==> src/rtl/br_pkg.sv <==
// rtl/br_pkg.sv - shared flow-op, state and target-table definitions for branch_ctrl
package br_pkg;

    typedef enum logic [2:0] {
        OP_NOP  = 3'd0,
        OP_JMP  = 3'd1,
        OP_BEQZ = 3'd2,
        OP_BNEZ = 3'd3,
        OP_CALL = 3'd4,
        OP_RET  = 3'd5,
        OP_HALT = 3'd6
    } br_op_t;

    typedef enum logic [1:0] {
        ST_IDLE = 2'd0,
        ST_RUN  = 2'd1,
        ST_HALT = 2'd2
    } br_state_t;

    localparam int LUT_W = 12;

    // Absolute branch targets, narrowed or zero-extended to D by the user.
    function automatic logic [LUT_W-1:0] br_lut(input logic [3:0] idx);
        logic [LUT_W-1:0] v;
        case (idx)
            4'd0:    v = 12'h200;
            4'd1:    v = 12'h010;
            4'd2:    v = 12'h020;
            4'd3:    v = 12'h040;
            4'd4:    v = 12'h080;
            4'd5:    v = 12'h100;
            4'd6:    v = 12'h180;
            4'd7:    v = 12'h300;
            4'd8:    v = 12'h400;
            4'd9:    v = 12'h555;
            4'd10:   v = 12'h7FF;
            4'd11:   v = 12'h800;
            4'd12:   v = 12'hA00;
            4'd13:   v = 12'hC00;
            4'd14:   v = 12'hE00;
            default: v = 12'hFFF;
        endcase
        return v;
    endfunction

endpackage

==> src/rtl/ret_stack.sv <==
// rtl/ret_stack.sv - LIFO of return addresses; push has priority over pop
module ret_stack #(
    parameter int D      = 12,
    parameter int SDEPTH = 4
) (
    input  logic         clk,
    input  logic         reset,
    input  logic         push,
    input  logic         pop,
    input  logic [D-1:0] push_data,
    output logic [D-1:0] top,
    output logic         full,
    output logic         empty
);
    localparam int PW = $clog2(SDEPTH + 1);
    localparam int IW = (SDEPTH > 1) ? $clog2(SDEPTH) : 1;

    logic [D-1:0]  r_mem [SDEPTH];
    logic [PW-1:0] r_ptr;
    logic [IW-1:0] w_wr_idx;
    logic [IW-1:0] w_top_idx;

    assign w_wr_idx  = IW'(r_ptr);
    assign w_top_idx = IW'(r_ptr - PW'(1));
    assign full      = (r_ptr == PW'(SDEPTH));
    assign empty     = (r_ptr == '0);
    assign top       = r_mem[w_top_idx];

    always_ff @(posedge clk) begin
        if (reset) begin
            r_ptr <= '0;
        end else if (push && !full) begin
            r_ptr <= r_ptr + PW'(1);
        end else if (pop && !empty) begin
            r_ptr <= r_ptr - PW'(1);
        end
    end

    // Storage needs no reset; the pointer alone defines validity.
    always_ff @(posedge clk) begin
        if (!reset && push && !full) begin
            r_mem[w_wr_idx] <= push_data;
        end
    end

endmodule

==> src/rtl/branch_ctrl.sv <==
// rtl/branch_ctrl.sv - program-flow controller producing relative PC jumps
module branch_ctrl
    import br_pkg::*;
#(
    parameter int D      = 12,
    parameter int SDEPTH = 4
) (
    input  logic         clk,
    input  logic         reset,
    input  logic         start,
    input  logic [D-1:0] prog_ctr,
    input  br_op_t       op,
    input  logic [3:0]   lut_idx,
    input  logic         zero,
    output logic         jump_en,
    output logic [D-1:0] target,
    output logic         done,
    output logic         stack_err
);
    br_state_t    r_state;
    br_state_t    w_next_state;
    logic         r_err;
    logic         w_set_err;
    logic         w_push;
    logic         w_pop;
    logic [D-1:0] w_abs;
    logic [D-1:0] w_top;
    logic         w_full;
    logic         w_empty;

    assign w_abs = D'(br_lut(lut_idx));

    ret_stack #(.D(D), .SDEPTH(SDEPTH)) u_stack (
        .clk       (clk),
        .reset     (reset),
        .push      (w_push),
        .pop       (w_pop),
        .push_data (prog_ctr + D'(1)),
        .top       (w_top),
        .full      (w_full),
        .empty     (w_empty)
    );

    always_ff @(posedge clk) begin
        if (reset) begin
            r_state <= ST_IDLE;
            r_err   <= 1'b0;
        end else begin
            r_state <= w_next_state;
            r_err   <= r_err | w_set_err;
        end
    end

    // Holding the PC is expressed as a taken jump of offset zero.
    always_comb begin
        w_next_state = r_state;
        jump_en      = 1'b1;
        target       = '0;
        w_push       = 1'b0;
        w_pop        = 1'b0;
        w_set_err    = 1'b0;
        if (r_state == ST_RUN) begin
            case (op)
                OP_JMP:  target = w_abs - prog_ctr;
                OP_BEQZ: if (zero) target = w_abs - prog_ctr; else jump_en = 1'b0;
                OP_BNEZ: if (!zero) target = w_abs - prog_ctr; else jump_en = 1'b0;
                OP_CALL: begin
                    if (!w_full) begin
                        w_push = 1'b1;
                        target = w_abs - prog_ctr;
                    end else begin
                        jump_en   = 1'b0;
                        w_set_err = 1'b1;
                    end
                end
                OP_RET: begin
                    if (!w_empty) begin
                        w_pop  = 1'b1;
                        target = w_top - prog_ctr;
                    end else begin
                        jump_en   = 1'b0;
                        w_set_err = 1'b1;
                    end
                end
                OP_HALT: w_next_state = ST_HALT;
                default: jump_en = 1'b0;
            endcase
        end else if (start) begin
            target       = '0 - prog_ctr;
            w_next_state = ST_RUN;
        end
    end

    assign done      = (r_state == ST_HALT);
    assign stack_err = r_err;

endmodule

==> config.mk <==
export PLATFORM = sky130hd
export DESIGN_NAME = branch_ctrl
export DESIGN_NICKNAME = d
export VERILOG_FILES = /design/src/rtl/br_pkg.sv /design/src/rtl/ret_stack.sv /design/src/rtl/branch_ctrl.sv
export SDC_FILE = /design/constraint.sdc
export NUM_CORES = 1
export LEC_CHECK = 0
export ABC_CLOCK_PERIOD_IN_PS = 6800
export CORE_MARGIN = 2
export CORE_UTILIZATION = 59
export DETAILED_ROUTE_END_ITERATION = 10
export PLACE_DENSITY = 0.93
export SYNTH_ARGS = -nofsm -noshare
export SYNTH_HDL_FRONTEND = slang
export SYNTH_SLANG_ARGS = --single-unit
export TNS_END_PERCENT = 5
==> constraint.sdc <==
create_clock -name clk -period 6.8 [get_ports clk]
set_clock_uncertainty 0.15 [all_clocks]
set_input_delay 1.7 -clock clk [delete_from_list [all_inputs] [get_ports clk]]
set_output_delay 1.7 -clock clk [all_outputs]
set_load 0.05 [all_outputs]
==> results of run 1 <==
## state kept, by name, indices dropped and copies added (netlist names)
signal and flops:
r_state 2, stack_err 1, u_stack.r_mem 48, u_stack.r_ptr 3
## cell families after synthesis
family | count (synthesis)
AO/OA/AOI/OAI | 91
XOR/XNOR | 38
adder cells (fa/ha/maj) | 40
buffers and inverters | 38
flip-flops | 54
multiplexers | 15
AND/OR/NAND/NOR | 117
## cell usage in the layout, fill, tap and decap left out, drive strengths merged, types with 3 or more instances in the layout
master	netlist	layout
a211oi	6	6
a21o	6	6
a21oi	21	21
a22oi	6	6
and2	6	6
buf	7	17
clkbuf	5	5
clkdlybuf4s50	0	23
dfxtp	6	6
edfxtp	48	48
ha	38	38
inv	26	27
mux4	13	13
nand2	23	23
nand2b	8	8
nand3	12	12
nand4	3	3
nor2	26	26
nor2b	7	7
nor3	14	14
o21a	5	5
o21ai	15	15
o221ai	3	3
o22ai	4	4
o31ai	3	3
or3	4	4
xnor2	23	23
xor2	15	15
## path summary, 6_finish.rpt
check	from	end	slack [ns]	cells after the start
hold reg to reg	stack_err$_SDFF_PP0_	stack_err$_SDFF_PP0_	0.35	2
setup / recovery	lut_idx[2]	target[10]	0.18	13
hold / removal	stack_err$_SDFF_PP0_	stack_err$_SDFF_PP0_	0.35	2
setup reg to reg	u_stack.r_ptr[1]$_SDFFE_PP0P_	u_stack.r_mem[0][2]$_DFFE_PP_	4.07	5
## what timing repair did
item | in CTS | in global routing
hold buffers | 0 | 0
setup endpoints to repair | 1 | 6
pin swaps | 0 | 0
resized for setup | 1 | 10
## metal layers
layer | wire length (um) | up-vias | global-route usage, % | share of wire (%)
met5 | 0 | - | 0 | 0
met4 | 332 | 0 | 13.0 | 3.4
met2 | 4780 | 121 | 44.6 | 49
met3 | 540 | 28 | 3.49 | 5.6
met1 | 4060 | 1566 | 33.6 | 42
li1 | - | 1548 | - | -
## cell type report
class	instances	area (sq um)	area share [%]
clock buffers	5	68.8	1.43
multi-input cells	301	2430	50.6
flip-flops and latches	54	1560	32.4
well taps	96	120	2.49
inverters	26	97.6	2.03
clock inverters	3	48.8	1.01
repair buffers	42	483	10.0
## power groups by stage
stage | sequential, mW | clock (mW) | combinational [mW]
CTS | 0.370 | 0.226 | 0.336
global placement | 0.376 | 0 | 0.321
detailed placement | 0.377 | 0 | 0.334
global route | 0.370 | 0.235 | 0.375
finish | 0.370 | 0.222 | 0.347
floorplan | 0.376 | 0 | 0.240
## synthesized netlist by cell type (3+ instances only)
| cell type | n |
|---|---|
| o21a_1 | 5 |
| a21oi_1 | 21 |
| a21o_1 | 6 |
| and2_1 | 6 |
| nor2b_1 | 7 |
| mux4_2 | 13 |
| clkbuf_1 | 5 |
| xnor2_1 | 23 |
| o21ai_0 | 15 |
| nand4_1 | 3 |
| nand2b_1 | 8 |
| o31ai_1 | 3 |
| nand2_1 | 23 |
| dfxtp_1 | 6 |
| nand3_1 | 12 |
| a22oi_1 | 6 |
| edfxtp_1 | 48 |
| ha_1 | 38 |
| nor2_1 | 26 |
| nor3_1 | 14 |
| o221ai_1 | 3 |
| xor2_1 | 15 |
| a211oi_1 | 6 |
| o22ai_1 | 4 |
| or3_1 | 3 |
| buf_2 | 4 |
| inv_1 | 26 |
## worst max-delay path, cell delays in order
cell and delay, ns:
clkdlybuf4s50_1 0.67, nand2b_1 0.19, a21boi_0 0.13, buf_4 0.19, o21bai_1 0.16, ha_1 0.41
nand4_1 0.15, a21oi_1 0.18, and4b_2 0.27, a21oi_1 0.22, xnor2_1 0.11, o221ai_2 0.22
buf_12 0.17
## through the flow
stage	hold slack, ns	power [mW]	TNS, ns
floorplan	0.330	0.616	0
global placement	0.312	0.697	0
detailed placement	0.323	0.711	0
CTS	0.351	0.932	0
global route	0.385	0.981	-0.00884
finish	0.348	0.939	0
==> flow_metrics.env, run 1 <==
export IMPL_outcome="finished clean"
export IMPL_insertion_delay_ns=0.32
export IMPL_netlist_area_sq_um=4120
export IMPL_tightest_slew_ns=0.665
export IMPL_dp_slack_ns=0.000546
export IMPL_synth_compound_area_share_pct=15.0
export IMPL_synth_warnings=0
export IMPL_cp_arrival_ns=4.77
export IMPL_setup_slack_ns=0.178
export IMPL_final_max_slew_violation_count=0
export IMPL_synthXorXnorAreaFrac_pct=8.08
export IMPL_wl_um=9710
export IMPL_synth_top_area_share_pct=35.0
export IMPL_p_leak_nw=1.82
export IMPL_cts_made_buffers=5
export IMPL_path_max_fanout=10
export IMPL_cap_violations=0
export IMPL_fmax_mhz=151
export IMPL_end_kind="output port"
export IMPL_grt_max_degree=19
export IMPL_cts_root_buf="clkbuf_8"
export IMPL_hold_viol_final=0
export IMPL_start_util_pct=60.6
export IMPL_vdd_ir_drop_max_mv=0.168
export IMPL_antenna_found_initial=0
export IMPL_drive_gt1_share_pct=11.4
export IMPL_ant_nets=0
export IMPL_synth_top_family_by_area="simple AND/OR/NAND/NOR gates"
export IMPL_synth_edf_count=48
export IMPL_finalSetupViolCount=0
export IMPL_drtIter0Drc=273
export IMPL_grt_pass1_vias=3292
export IMPL_area_growth_pct=16.9
export IMPL_ys_types=59
export IMPL_place_gp_congestion=0.888
export IMPL_stdcell_area_sq_um=4810
export IMPL_die_w_um=87.6
export IMPL_place_area_sq_um=4650
export IMPL_slew_headroom_pct=55.3
export IMPL_synth_yosys_seq_area_share_pct=37.9
export IMPL_die_area_sq_um=7670
export IMPL_io_buffers=37
export IMPL_synthCells=393
export IMPL_cts_max_level=2
export IMPL_avgSynthCellArea_sq_um=10.5
export IMPL_viasPerCell=6.19
export IMPL_grt_pass1_wl_um=15500
export IMPL_required_ns=4.95
export IMPL_core_rowCount=30
export IMPL_cts_setup_buffers=0
export IMPL_synth_ff_type="edfxtp_1"
export IMPL_final_util_pct=70.9
export IMPL_dp_final_hpwl_um=7340
export IMPL_clockBufferDepth=2
export IMPL_first_pass_iters=4
export IMPL_hold_class="flop to flop"
export IMPL_placed_cells=519
export IMPL_cp_start_kind="primary input"
export IMPL_switchingPower_mw=0.314
export IMPL_syn_nets=456
export IMPL_async_reset_ff_share_pct=0
export IMPL_die_h_um=87.6
export IMPL_intPower_mw=0.625
export IMPL_post_route_min_period_ns=6.62
export IMPL_finalCritPeriodShare_pct=97.4
export IMPL_ys_ff_latch=54
export IMPL_tritoncts="yes"
export IMPL_wire_per_inst_um=18.4
export IMPL_synthAdderAreaFrac_pct=12.5
export IMPL_seqPwrFrac_pct=39.4
export IMPL_pwr_share_comb_pct=36.9
export IMPL_layoutNonFillerInstCount=527
export IMPL_cts_sinks=54
export IMPL_synthTopCellsByArea="edfxtp_1, ha_1, mux4_2"
export IMPL_clk_pin_slew_ns=0.11
export IMPL_yosys_area_share_simple_pct=15.0
export IMPL_crit_type="primary input to output port"
export IMPL_overflow=0
export IMPL_antennaDiodeCount=0
export IMPL_drc=0
export IMPL_grt_total_usage_pct=26.4
export IMPL_final_nets=493
export IMPL_fillers=460
export IMPL_fp_coreArea_sq_um=6790
export IMPL_clkPwrFrac_pct=23.7
export IMPL_power_density_nw_per_um2=195
export IMPL_synth_mux_area_share_pct=7.59
export IMPL_vias=3263
export IMPL_synth_top_area_cell="edfxtp_1"
export IMPL_swShare_pct=33.5
export IMPL_io_pins=38
Power figures use the tool's default switching activity.
==> run 2: changes to the inputs <==
--- a/config.mk
+++ b/config.mk
@@ -8,6 +8,7 @@
 export ABC_CLOCK_PERIOD_IN_PS = 6800
 export CORE_MARGIN = 2
 export CORE_UTILIZATION = 59
+export CTS_CLUSTER_DIAMETER = 150
 export DETAILED_ROUTE_END_ITERATION = 10
 export PLACE_DENSITY = 0.93
 export SYNTH_ARGS = -nofsm -noshare
==> results of run 2 <==
The final DEF is identical to that of run 1; final timing and power are the same.
